===== src/rtl/max_exp_pkg.sv =====
// Shared types and helpers for the maximum-exponent tracker.
package max_exp_pkg;

    localparam int unsigned N_DEF      = 9;
    localparam int unsigned EXP_W_DEF  = 6;
    localparam int unsigned BEAT_W_DEF = 8;

    // Candidate tuples carry fixed-width fields so one type serves every
    // parameterisation; narrower exponents and lane indices are zero-extended.
    localparam int unsigned CAND_EXP_W  = 16;
    localparam int unsigned CAND_LANE_W = 8;

    // S1 holds one tuple per lane pair, plus the odd lane when N is odd.
    function automatic int unsigned s1_width(input int unsigned n);
        return (n + 1) / 2;
    endfunction

    typedef struct packed {
        logic                   vld;
        logic [CAND_EXP_W-1:0]  exp;
        logic [CAND_LANE_W-1:0] lane;
    } cand_t;

    // True when a must be selected over b: invalid never wins, larger
    // exponent wins, equal exponents resolve to the lower lane index.
    function automatic logic cand_a_wins(input cand_t a, input cand_t b);
        if (!a.vld) begin
            return 1'b0;
        end
        if (!b.vld) begin
            return 1'b1;
        end
        if (a.exp != b.exp) begin
            return a.exp > b.exp;
        end
        return a.lane <= b.lane;
    endfunction

endpackage


===== src/rtl/max_exp_cmp_node.sv =====
// One comparator of the reduction tree: forwards the winning candidate.
module max_exp_cmp_node
    import max_exp_pkg::*;
(
    input  cand_t i_a,
    input  cand_t i_b,
    output cand_t o_win_c
);

    assign o_win_c = cand_a_wins(i_a, i_b) ? i_a : i_b;

endmodule


===== src/rtl/max_exp_tracker.sv =====
// Pipelined maximum-exponent finder with multi-beat accumulation and a
// valid/ready result port. S1 registers the first comparator level, S2
// finishes the tree, merges with the accumulator and loads the result.
module max_exp_tracker
    import max_exp_pkg::*;
#(
    parameter int unsigned N      = N_DEF,
    parameter int unsigned EXP_W  = EXP_W_DEF,
    parameter int unsigned BEAT_W = BEAT_W_DEF,
    parameter int unsigned LANE_W = $clog2(N)
) (
    input  logic                 clk,
    input  logic                 rst_n,
    input  logic                 mode_acc,
    input  logic                 in_valid,
    output logic                 in_ready,
    input  logic                 in_last,
    input  logic [N-1:0]         in_skip,
    input  logic [N*EXP_W-1:0]   in_exp,
    output logic                 out_valid,
    input  logic                 out_ready,
    output logic [EXP_W-1:0]     out_max_exp,
    output logic [LANE_W-1:0]    out_lane,
    output logic [BEAT_W-1:0]    out_beat,
    output logic                 out_all_skip,
    output logic [50:0]          number
);

    localparam int unsigned M     = s1_width(N);
    localparam int unsigned NODES = 2 * M - 1;

    cand_t              w_leaf [N];
    cand_t              w_l1   [M];
    cand_t              w_node [NODES];
    cand_t              w_beat;
    cand_t              w_merged;
    logic [BEAT_W-1:0]  w_merged_beat;
    logic [BEAT_W-1:0]  w_beat_cnt_nxt;
    logic               w_stall;
    logic               w_s2_fire;
    logic               w_close;

    cand_t              r_s1_cand [M];
    logic               r_s1_vld;
    logic               r_s1_mode;
    logic               r_s1_last;

    cand_t              r_acc;
    logic [BEAT_W-1:0]  r_acc_beat;
    logic [BEAT_W-1:0]  r_beat_cnt;

    logic               r_out_valid;
    logic [EXP_W-1:0]   r_out_max_exp;
    logic [LANE_W-1:0]  r_out_lane;
    logic [BEAT_W-1:0]  r_out_beat;
    logic               r_out_all_skip;

    // A held result blocks the whole pipeline; the input sees it immediately.
    assign w_stall   = r_out_valid & ~out_ready;
    assign in_ready  = ~w_stall;
    assign w_s2_fire = r_s1_vld & ~w_stall;
    assign w_close   = ~r_s1_mode | r_s1_last;

    // Lane leaves: skipped lanes enter the tree as invalid candidates.
    always_comb begin
        for (int i = 0; i < int'(N); i++) begin
            w_leaf[i].vld  = ~in_skip[i];
            w_leaf[i].exp  = CAND_EXP_W'(in_exp[i*EXP_W +: EXP_W]);
            w_leaf[i].lane = CAND_LANE_W'(i);
        end
    end

    // First pairwise level, feeding the S1 register.
    for (genvar gp = 0; gp < int'(N / 2); gp++) begin : g_l1
        max_exp_cmp_node u_cmp (
            .i_a     (w_leaf[2*gp]),
            .i_b     (w_leaf[2*gp+1]),
            .o_win_c (w_l1[gp])
        );
    end

    // The unpaired top lane bypasses the first level.
    if ((N % 2) == 1) begin : g_odd
        assign w_l1[M-1] = w_leaf[N-1];
    end

    // S1 register: captures level-one winners and the beat's control bits.
    always_ff @(posedge clk) begin
        if (!rst_n) begin
            r_s1_vld  <= 1'b0;
            r_s1_mode <= 1'b0;
            r_s1_last <= 1'b0;
            for (int j = 0; j < int'(M); j++) begin
                r_s1_cand[j] <= '0;
            end
        end else if (!w_stall) begin
            r_s1_vld <= in_valid;
            if (in_valid) begin
                r_s1_mode <= mode_acc;
                r_s1_last <= in_last;
                for (int j = 0; j < int'(M); j++) begin
                    r_s1_cand[j] <= w_l1[j];
                end
            end
        end
    end

    // S2 tree: node M+k combines nodes 2k and 2k+1; the last node is the root.
    for (genvar gl = 0; gl < int'(M); gl++) begin : g_s2_leaf
        assign w_node[gl] = r_s1_cand[gl];
    end

    for (genvar gk = 0; gk < int'(M) - 1; gk++) begin : g_s2
        max_exp_cmp_node u_cmp (
            .i_a     (w_node[2*gk]),
            .i_b     (w_node[2*gk+1]),
            .o_win_c (w_node[int'(M)+gk])
        );
    end

    assign w_beat = w_node[NODES-1];

    // Cross-beat merge: a later beat replaces the running maximum only when
    // strictly greater, so the earliest beat keeps ties.
    always_comb begin
        w_merged      = r_acc;
        w_merged_beat = r_acc_beat;
        if (w_beat.vld && (!r_acc.vld || (w_beat.exp > r_acc.exp))) begin
            w_merged      = w_beat;
            w_merged_beat = r_beat_cnt;
        end
    end

    // Beat index saturates so very long groups keep reporting a valid index.
    assign w_beat_cnt_nxt = (r_beat_cnt == '1) ? r_beat_cnt : r_beat_cnt + BEAT_W'(1);

    // Accumulator and beat counter: cleared on group close, else advanced.
    always_ff @(posedge clk) begin
        if (!rst_n) begin
            r_acc      <= '0;
            r_acc_beat <= '0;
            r_beat_cnt <= '0;
        end else if (w_s2_fire) begin
            if (w_close) begin
                r_acc      <= '0;
                r_acc_beat <= '0;
                r_beat_cnt <= '0;
            end else begin
                r_acc      <= w_merged;
                r_acc_beat <= w_merged_beat;
                r_beat_cnt <= w_beat_cnt_nxt;
            end
        end
    end

    // Output register: loads on close, including the cycle the old result
    // is accepted; fields hold while stalled.
    always_ff @(posedge clk) begin
        if (!rst_n) begin
            r_out_valid    <= 1'b0;
            r_out_max_exp  <= '0;
            r_out_lane     <= '0;
            r_out_beat     <= '0;
            r_out_all_skip <= 1'b0;
        end else if (!w_stall) begin
            r_out_valid <= w_s2_fire & w_close;
            if (w_s2_fire && w_close) begin
                r_out_all_skip <= ~w_merged.vld;
                r_out_max_exp  <= w_merged.vld ? EXP_W'(w_merged.exp)   : '0;
                r_out_lane     <= w_merged.vld ? LANE_W'(w_merged.lane) : '0;
                r_out_beat     <= w_merged.vld ? w_merged_beat          : '0;
            end
        end
    end

    assign out_valid    = r_out_valid;
    assign out_max_exp  = r_out_max_exp;
    assign out_lane     = r_out_lane;
    assign out_beat     = r_out_beat;
    assign out_all_skip = r_out_all_skip;
    assign number       = '0;

endmodule

===== config.mk =====
export PLATFORM = sky130hd
export DESIGN_NAME = max_exp_tracker
export DESIGN_NICKNAME = d
export VERILOG_FILES = /design/src/rtl/max_exp_pkg.sv /design/src/rtl/max_exp_cmp_node.sv /design/src/rtl/max_exp_tracker.sv
export SDC_FILE = /design/constraint.sdc
export NUM_CORES = 1
export LEC_CHECK = 0
export CAP_MARGIN = 20
export CORE_ASPECT_RATIO = 0.8
export CORE_MARGIN = 5
export CORE_UTILIZATION = 54
export DETAILED_ROUTE_END_ITERATION = 12
export PLACE_DENSITY = 0.85
export SLEW_MARGIN = 10
export SYNTH_ARGS = -nofsm -noshare
export SYNTH_HDL_FRONTEND = slang
export SYNTH_SLANG_ARGS = --single-unit

===== constraint.sdc =====
create_clock -name clk -period 14.14 [get_ports clk]
set_input_delay 2.828 -clock clk [delete_from_list [all_inputs] [get_ports clk]]
set_output_delay 2.828 -clock clk [all_outputs]
set_load 0.005 [all_outputs]

=== Word level (Yosys, flattened, before mapping) ===
Memories as Yosys holds them, arrays and structs flattened.
Index checks and enable logic that the tools add are counted.

* Register bits after elaboration: 60
* RAM bits: 125
* Bits of input ports: 69
* Logic and storage cells: 185
* Memories kept: 1

{| class="wikitable"
|+ Memory list
! memory !! depth !! width !! read ports !! clocked after Yosys merged registers in !! wr ports !! line !! RTL
|-
| r_s1_cand || 5 || 25 || 5 || 0 || 5 || max_exp_tracker.sv:43 || <nowiki>cand_t r_s1_cand [M];</nowiki>
|}

* Add/sub/neg operators: 1
* Order comparisons: 13
* Equality and inequality tests: 10
* Mux-type cells: 115
* Bitwise logic cells: 22
* Reductions and logical operators: 9

{| class="wikitable"
|+ Operators by type and width
! operator !! count
|-
| $mux 25 || 15
|-
| $mux 1 || 93
|-
| $gt 16x16->1 || 5
|-
| $ne 16x16->1 || 4
|-
| $mux 8 || 5
|-
| $le 8x8->1 || 4
|-
| $gt 6x6->1 || 4
|-
| $ne 6x6->1 || 4
|-
| $not 1->1 || 13
|-
| $add 8x1->8 const B || 1
|-
| $eq 8x8->1 const B || 1
|-
| $reduce_and 2->1 || 4
|-
| $mux 6 || 1
|-
| $or 1x1->1 || 6
|-
| $mux 4 || 1
|-
| $and 1x1->1 || 3
|-
| $logic_and 1x1->1 || 2
|-
| $ne 2x2->1 const B || 1
|-
| $reduce_bool 2->1 || 1
|-
| $logic_not 1->1 || 1
|-
| $logic_or 1x1->1 || 1
|}

=== Longest topological paths before layout ===
Gate-level depths: netlist of run 1.
An unclocked memory read counts as a cell.

* Depth after elaboration: 30
* Mapped depth: 33
* Gate-level depth less buffers: 29

=== By module ===
A second synthesis of run 1 with hierarchy kept.

* Cell total of the unflattened synthesis: 1513
* Area total of the unflattened synthesis: 15393.5 um^2

{| class="wikitable"
|+ Modules (own cells, without submodules)
! module !! instances !! cells an instance !! area an instance (um^2) !! seq. area each (um^2)
|-
| max_exp_cmp_node || 8 || 115 || 1021.0 || 0.0
|-
| max_exp_tracker || 1 || 593 || 7225.7 || 4444.3
|}

=== Worst setup path before layout of run 1 ===
Ideal clock, no wire load.

* Path type: reg-to-reg
* Start point: mem r_s1_cand[0][25] (netlist name)
* End point: reg r_acc_beat[3]
* Data arrival time: 6.592 ns
* Setup slack: 7.490 ns
* Cell stages (with the launch flop): 30
* Path buffers: 4
* Period minus slack after synthesis: 6.650 ns
* Path through: edfxtp_1 > ha_1 > or4b_4 > o31ai_4 > buf_6 > nand2_1 > o311ai_0 > inv_1 > ha_1 > nand4_1 > or3_1 > and3_1 > clkbuf_1 > mux2_2 > inv_1 > ha_1 > a21oi_1 > nor2_1 > o311a_1 > a41oi_1 > mux2_2 > ha_1 > and3_1 > o21a_1 > o311ai_0 > a21boi_0 > buf_2 > o22ai_2 > buf_2 > a22o_1

{| class="wikitable"
|+ RTL lines
! element !! line !! RTL
|-
| start, declared || max_exp_tracker.sv:43 ||
|-
| end signal, assigned || max_exp_tracker.sv:150 || <nowiki>r_acc_beat <= w_merged_beat;</nowiki>
|-
| end, declared || max_exp_tracker.sv:49 || <nowiki>logic [BEAT_W-1:0] r_acc_beat;</nowiki>
|}

==> results of run 1 <==
-- sequential cells by signal, summed over array words and instances, names as in the netlist --
signal        count
out_max_exp       6
r_acc            11
out_lane          4
r_s1_cand        40
r_acc_beat        8
r_s1_last         1
r_beat_cnt        8
out_beat          8
out_all_skip      1
r_s1_vld          1
r_s1_mode         1
out_valid         1
-- kinds of logic (layout without fill, tap and decap cells) --
group / count (synthesis) / after routing / synth area share [%]
and+or+nand+nor: 183 / 183 / 14.5
buffers and inverters: 150 / 184 / 12.6
AOI/OAI and AO/OA: 139 / 139 / 16.3
DFF: 90 / 90 / 35.8
adders and majority gates: 59 / 59 / 12.0
muxes: 46 / 46 / 7.80
xor gates and xnor gates: 6 / 6 / 0.856
other: 1 / 51 / 0.0610
-- cell usage after synthesis, drive strengths merged (4+ instances only) --
cell type,number
inv,73
ha,59
buf,56
nor2,53
dfxtp,50
nand2,42
edfxtp,40
mux2i,34
a21oi,29
nand3,26
o21ai,25
clkbuf,21
a22o,18
mux2,12
and2,11
nor2b,10
nand4,9
o211ai,9
nand2b,8
o311ai,8
and3,7
a21o,6
o2111ai,6
a221oi,5
a31o,5
nor3,4
-- worst max-delay path, stage by stage (launching register included) --
cell,delay [ns]
edfxtp_1,0.45
ha_1,0.34
nand2b_1,0.15
a21oi_1,0.54
o211a_1,0.35
o311ai_0,0.22
ha_1,0.34
nand2b_1,0.10
a21oi_1,0.07
o211ai_1,0.19
and3_1,0.41
mux2_2,0.39
inv_1,0.06
ha_1,0.23
a21oi_1,0.13
nor2_1,0.05
o311a_1,0.38
a41oi_1,0.40
mux2_2,0.43
ha_1,0.29
and3_1,0.20
nand4_1,0.12
o311ai_0,0.18
a21boi_1,0.77
inv_1,0.19
nor2_1,0.72
a22o_1,0.26
-- worst max-delay path by stage --
stage	start	endpoint	slack (ns)	depth (start not counted)
2_1_floorplan	r_s1_cand[0][25]	r_acc_beat[3]	7.49	29
3_3_place_gp	r_s1_cand[0][25]	r_acc_beat[4]	6.64	27
3_5_place_dp	r_s1_cand[0][36]	r_acc_beat[2]	6.27	27
4_1_cts	r_s1_cand[0][33]	r_acc_beat[5]	6.21	26
5_1_grt	r_s1_cand[0][33]	r_acc[9]	5.66	26
6_report	r_s1_cand[0][33]	r_acc_beat[5]	6.12	26
-- per-layer routing --
layer	wire, um	GRT usage (%)
met3	840	3.74
met1	6370	29.2
met5	0	0
met4	189	5.77
met2	6920	34.6
-- stage by stage --
stage	setup slack (ns)	total power [uW]	instance area, um2	utilization, %	instances
after floorplan	7.49	443	6330	-	724
after global placement	6.64	485	6930	62.9	884
after detailed placement	6.27	496	6940	63.0	885
after CTS	6.21	724	7220	65.6	901
after global routing	5.66	764	7230	65.6	902
final	6.12	724	7230	65.6	902
-- cell type report --
| cell class | count | area, um2 | area share [%] |
|---|---|---|---|
| Clock buffer | 9 | 225 | 3.11 |
| Tap cell | 144 | 180 | 2.49 |
| Clock inverter | 7 | 60.1 | 0.830 |
| Inverter | 73 | 274 | 3.79 |
| Timing Repair Buffer | 95 | 933 | 12.9 |
| Multi-Input combinational cell | 484 | 3360 | 46.4 |
| Sequential cell | 90 | 2200 | 30.4 |
-- report_power, final --
group | switching [uW] | internal (uW) | total, uW
registers | 12.5 | 286 | 299
clock network | 107 | 122 | 229
logic | 108 | 88.8 | 196
==> out/summary.txt, run 1 <==
Core Box Area: 11,000 um2
RSZ-0062 raised after global routing: no
GP Congestion: 0.905
FF-to-FF Start: r_s1_cand[0][33]
DRC: 0
final worst-path cycle share: 56.7%
final wirelength: 14.3 mm
Layout area overhead: 17.7%
number of library cell types mapped by synthesis: 62
Hold Crit Class: flop to flop
Wirelength per Cell: 15.9 um
Power Density: 100 nW/um2
vias per std cell: 5.57
mapped cell area: 6140 um2
reg-to-reg endpoint: r_acc_beat[5]
YS warnings: 0
IO Port Bufs: 89
DPL Wire Length: 11.4 mm
Overall Global Routing Usage: 21.3%
Worst R2R Path Depth: 26
crit path kind: flop to flop
largest net degree at the start of global routing: 41
# hold bufs at CTS: 0
Max VDD drop: 0.0000548 V
final setup fails: 0
critical path peak fanout: 13
clk sinks: 90
Setup Skew: 0.00845 ns
ys flop type: dfxtp_1
max-cap check violation count: 0
IO Pins: 141
Ant. Diodes: 0
hold_sp: out_beat[4]
largest cells by area after synthesis: edfxtp_1, dfxtp_1, ha_1
hold_ws: 0.460 ns
CTS Buffer Depth: 2
final hold vios: 0
Starting Density: 55.8%
sequential area share after synthesis: 35.8%
Antenna Nets Post-Route: 0
Final min period: 8.02 ns
Die Y: 105 um
Yosys reg bits: 90
DR pass1 iterations: 5
Clk Tree Root Cell: clkbuf_16
Worst-Skew Late Latency: 0.35 ns
post_cts resized: 0
number of global-route vias before repair: 4,933
status: completed
worst slew pin tran: 0.963 ns
die area: 13,600 um2
EDFF count, synth: 40
FILL cells: 884
Post-Syn Instances: 674
Layout Nets: 881
Worst setup SP type: flop
commonest non-fill, non-tap cell in the layout: clkdlybuf4s50_1
Die Wd: 129 um
Max Transition Viols Final: 0
total gr overflow: 0
first-pass GRT wire length: 23.7 mm
via count: 5,024
Hold Crit Depth: 2
max_slew headroom: 35.7%
Pleak: 0.00316 uW
CTS tree: done
share of the synthesized area in the top cell type: 19.6%
Mean Syn Cell Area: 9.11 um2
Async SR Flop Fraction: 0%
CTS H-tree lvls: 3
commonest cells after routing, fill and taps aside: clkdlybuf4s50_1, inv_1, ha_1
Worst Path Required: 14.43 ns
Rows: 34
CP endpoint kind: flop
DR iter-0 viols: 562
top cell type by total area after synthesis: edfxtp_1
CTS Buf Count: 9
clk slew on worst S/H paths: 0.07 ns
worst reg-to-reg setup slack: 6.12 ns
Post-CTS Setup Inserts: 0
initial antenna violation count: 0
layout cells sized above 1: 6.33%
setup TNS: 0 ns
WHS Endpoint: out_beat[4]
Crit path arrival time: 8.31 ns
fmax: 0.125 GHz
Note: power is estimated with default switching activity, not from simulation.
==> run 2, diff against run 1 <==
--- a/config.mk
+++ b/config.mk
@@ -8,9 +8,9 @@
 export CAP_MARGIN = 20
 export CORE_ASPECT_RATIO = 0.8
 export CORE_MARGIN = 5
-export CORE_UTILIZATION = 54
+export CORE_UTILIZATION = 51
 export DETAILED_ROUTE_END_ITERATION = 12
-export PLACE_DENSITY = 0.85
+export PLACE_DENSITY = 0.81
 export SLEW_MARGIN = 10
 export SYNTH_ARGS = -nofsm -noshare
 export SYNTH_HDL_FRONTEND = slang
==> constraint.sdc (replaced) <==
create_clock -name clk -period 7.6 [get_ports clk]
set_input_delay 1.52 -clock clk [delete_from_list [all_inputs] [get_ports clk]]
set_output_delay 1.52 -clock clk [all_outputs]
set_load 0.005 [all_outputs]
==> out/summary.txt, run 2 (same netlist as run 1, synthesis figures left out) <==
status: completed
Overall Global Routing Usage: 19.5%
register area: 2200 um2
first-pass GRT wire length: 23.1 mm
Worst setup SP type: flop
IO Pins: 141
Switch Pwr: 426 uW
Ant. Diodes: 0
final hold vios: 0
Max Transition Viols Final: 0
multi-input logic area: 3370 um2
setup TNS: 0 ns
largest net degree at the start of global routing: 41
Power Density: 189 nW/um2
IO Port Bufs: 89
max_slew headroom: 44.4%
Rows: 35
Final min period: 7.17 ns
CTS H-tree lvls: 3
clk slew on worst S/H paths: 0.07 ns
max-cap check violation count: 0
Die Y: 108 um
DPL Wire Length: 11.3 mm
Worst Path Required: 7.87 ns
Hold Crit Class: flop to flop
Starting Density: 52.7%
Layout Nets: 884
FILL cells: 950
hold_ws: 0.456 ns
final setup fails: 0
final worst-path cycle share: 94.4%
Worst-Skew Late Latency: 0.34 ns
Regs by FF count: r_s1_cand: 40 flops, r_acc: 11 flops
final wirelength: 14.2 mm
total gr overflow: 0
Clk Tree Root Cell: clkbuf_16
max reg flops: 40
Wirelength per Cell: 15.6 um
CTS tree: done
commonest cells after routing, fill and taps aside: clkdlybuf4s50_1, inv_1, ha_1
Sw Ratio: 30.7%
Antenna Nets Post-Route: 0
initial antenna violation count: 0
fmax: 0.139 GHz
hold_sp: out_beat[2]
Die Wd: 133 um
layout cells sized above 1: 7.36%
RSZ-0062 raised after global routing: no
biggest cell delay along the critical path: 0.43 ns
FF-to-FF Start: r_s1_cand[0][36]
DRC: 0
Clock Power Share: 33.0%
Setup crit start: r_s1_cand[0][36]
crit path kind: flop to flop
clk sinks: 90
# hold bufs at CTS: 0
Crit path arrival time: 7.44 ns
Layout area overhead: 19.2%
CTS Buffer Depth: 2
critical path peak fanout: 19
DR iter-0 viols: 345
register with the most flip-flops: r_s1_cand
Pint: 960 uW
worst slew pin tran: 0.831 ns
CP endpoint kind: flop
final core utilization: 62.9%
die area: 14,400 um2
DR pass1 iterations: 5
Core Box Area: 11,600 um2
GP Congestion: 0.936
Setup Skew: 0.00933 ns
sequential power share: 40.0%
commonest non-fill, non-tap cell in the layout: clkdlybuf4s50_1
Logic pwr share: 27.0%
vias per std cell: 5.58
CTS Buf Count: 9
via count: 5,068
number of global-route vias before repair: 4,938
most numerous cell on the critical path: ha_1
Max VDD drop: 0.000107 V
Pleak: 0.00319 uW
critical path's slowest cell: mux2_2
run 2: changes by cell type in the layout (fill, tap and decap cells not counted), moves of 2 or more:
cell      change
o311ai_1      +5
inv_6         -2
o311ai_0      -5
buf_4         +3
run 2: layout make-up:
type                            instances  area share, %
Clock buffer                           11           3.61
Sequential cell                        90           30.1
Timing Repair Buffer                   98           13.3
Clock inverter                          5          0.735
Tap cell                              148           2.53
Inverter                               73           3.74
Multi-Input combinational cell        484           46.1
run 2: through the flow:
stage / std cells / worst slack (ns) / power (uW) / area, um2
after floorplan: 724 / 0.950 / 823 / 6330
after global routing: 909 / 0.0712 / 1470 / 7320
after CTS: 908 / 0.109 / 1380 / 7290
after global placement: 892 / 0.576 / 907 / 6970
final: 909 / 0.425 / 1390 / 7320
after detailed placement: 892 / 0.149 / 925 / 6970
run 2: worst paths after layout:
kind / to / slack [ns] / depth (start not counted)
worst max-delay path: r_acc[8] / 0.43 / 30
worst min-delay path: out_beat[2] / 0.46 / 2
worst max register to register: r_acc[8] / 0.43 / 30
worst min register to register: out_beat[2] / 0.46 / 2
run 2: layer usage:
metal	share of wire, %	GRT usage [%]
met5	0	0
met4	0.78	3.78
met3	6.4	4.70
met2	47	32.7
met1	46	26.1
run 2: power groups by stage:
stage	Clock (uW)	Combinational [uW]	Sequential (uW)
finish	457	374	555
global route	492	416	557
CTS	464	363	554
detailed placement	0	360	565
global placement	0	343	564
floorplan	0	269	555
run 2: critical path, delay by kind of cell (launching register included):
kind            cells  cell delay (ns)
compound gates     14             3.20
mux                 2             0.80
buf+inv             4             0.62
flops               1             0.40
simple gates        6             0.84
fa+ha+maj           4             1.23
run 2: repair_timing:
item / 4_1_cts / 5_1_grt
gates resized for setup: 0 / 10
setup endpoints to repair: 0 / 34
hold endpoints to repair: 0 / 0
setup buffers: 0 / 1
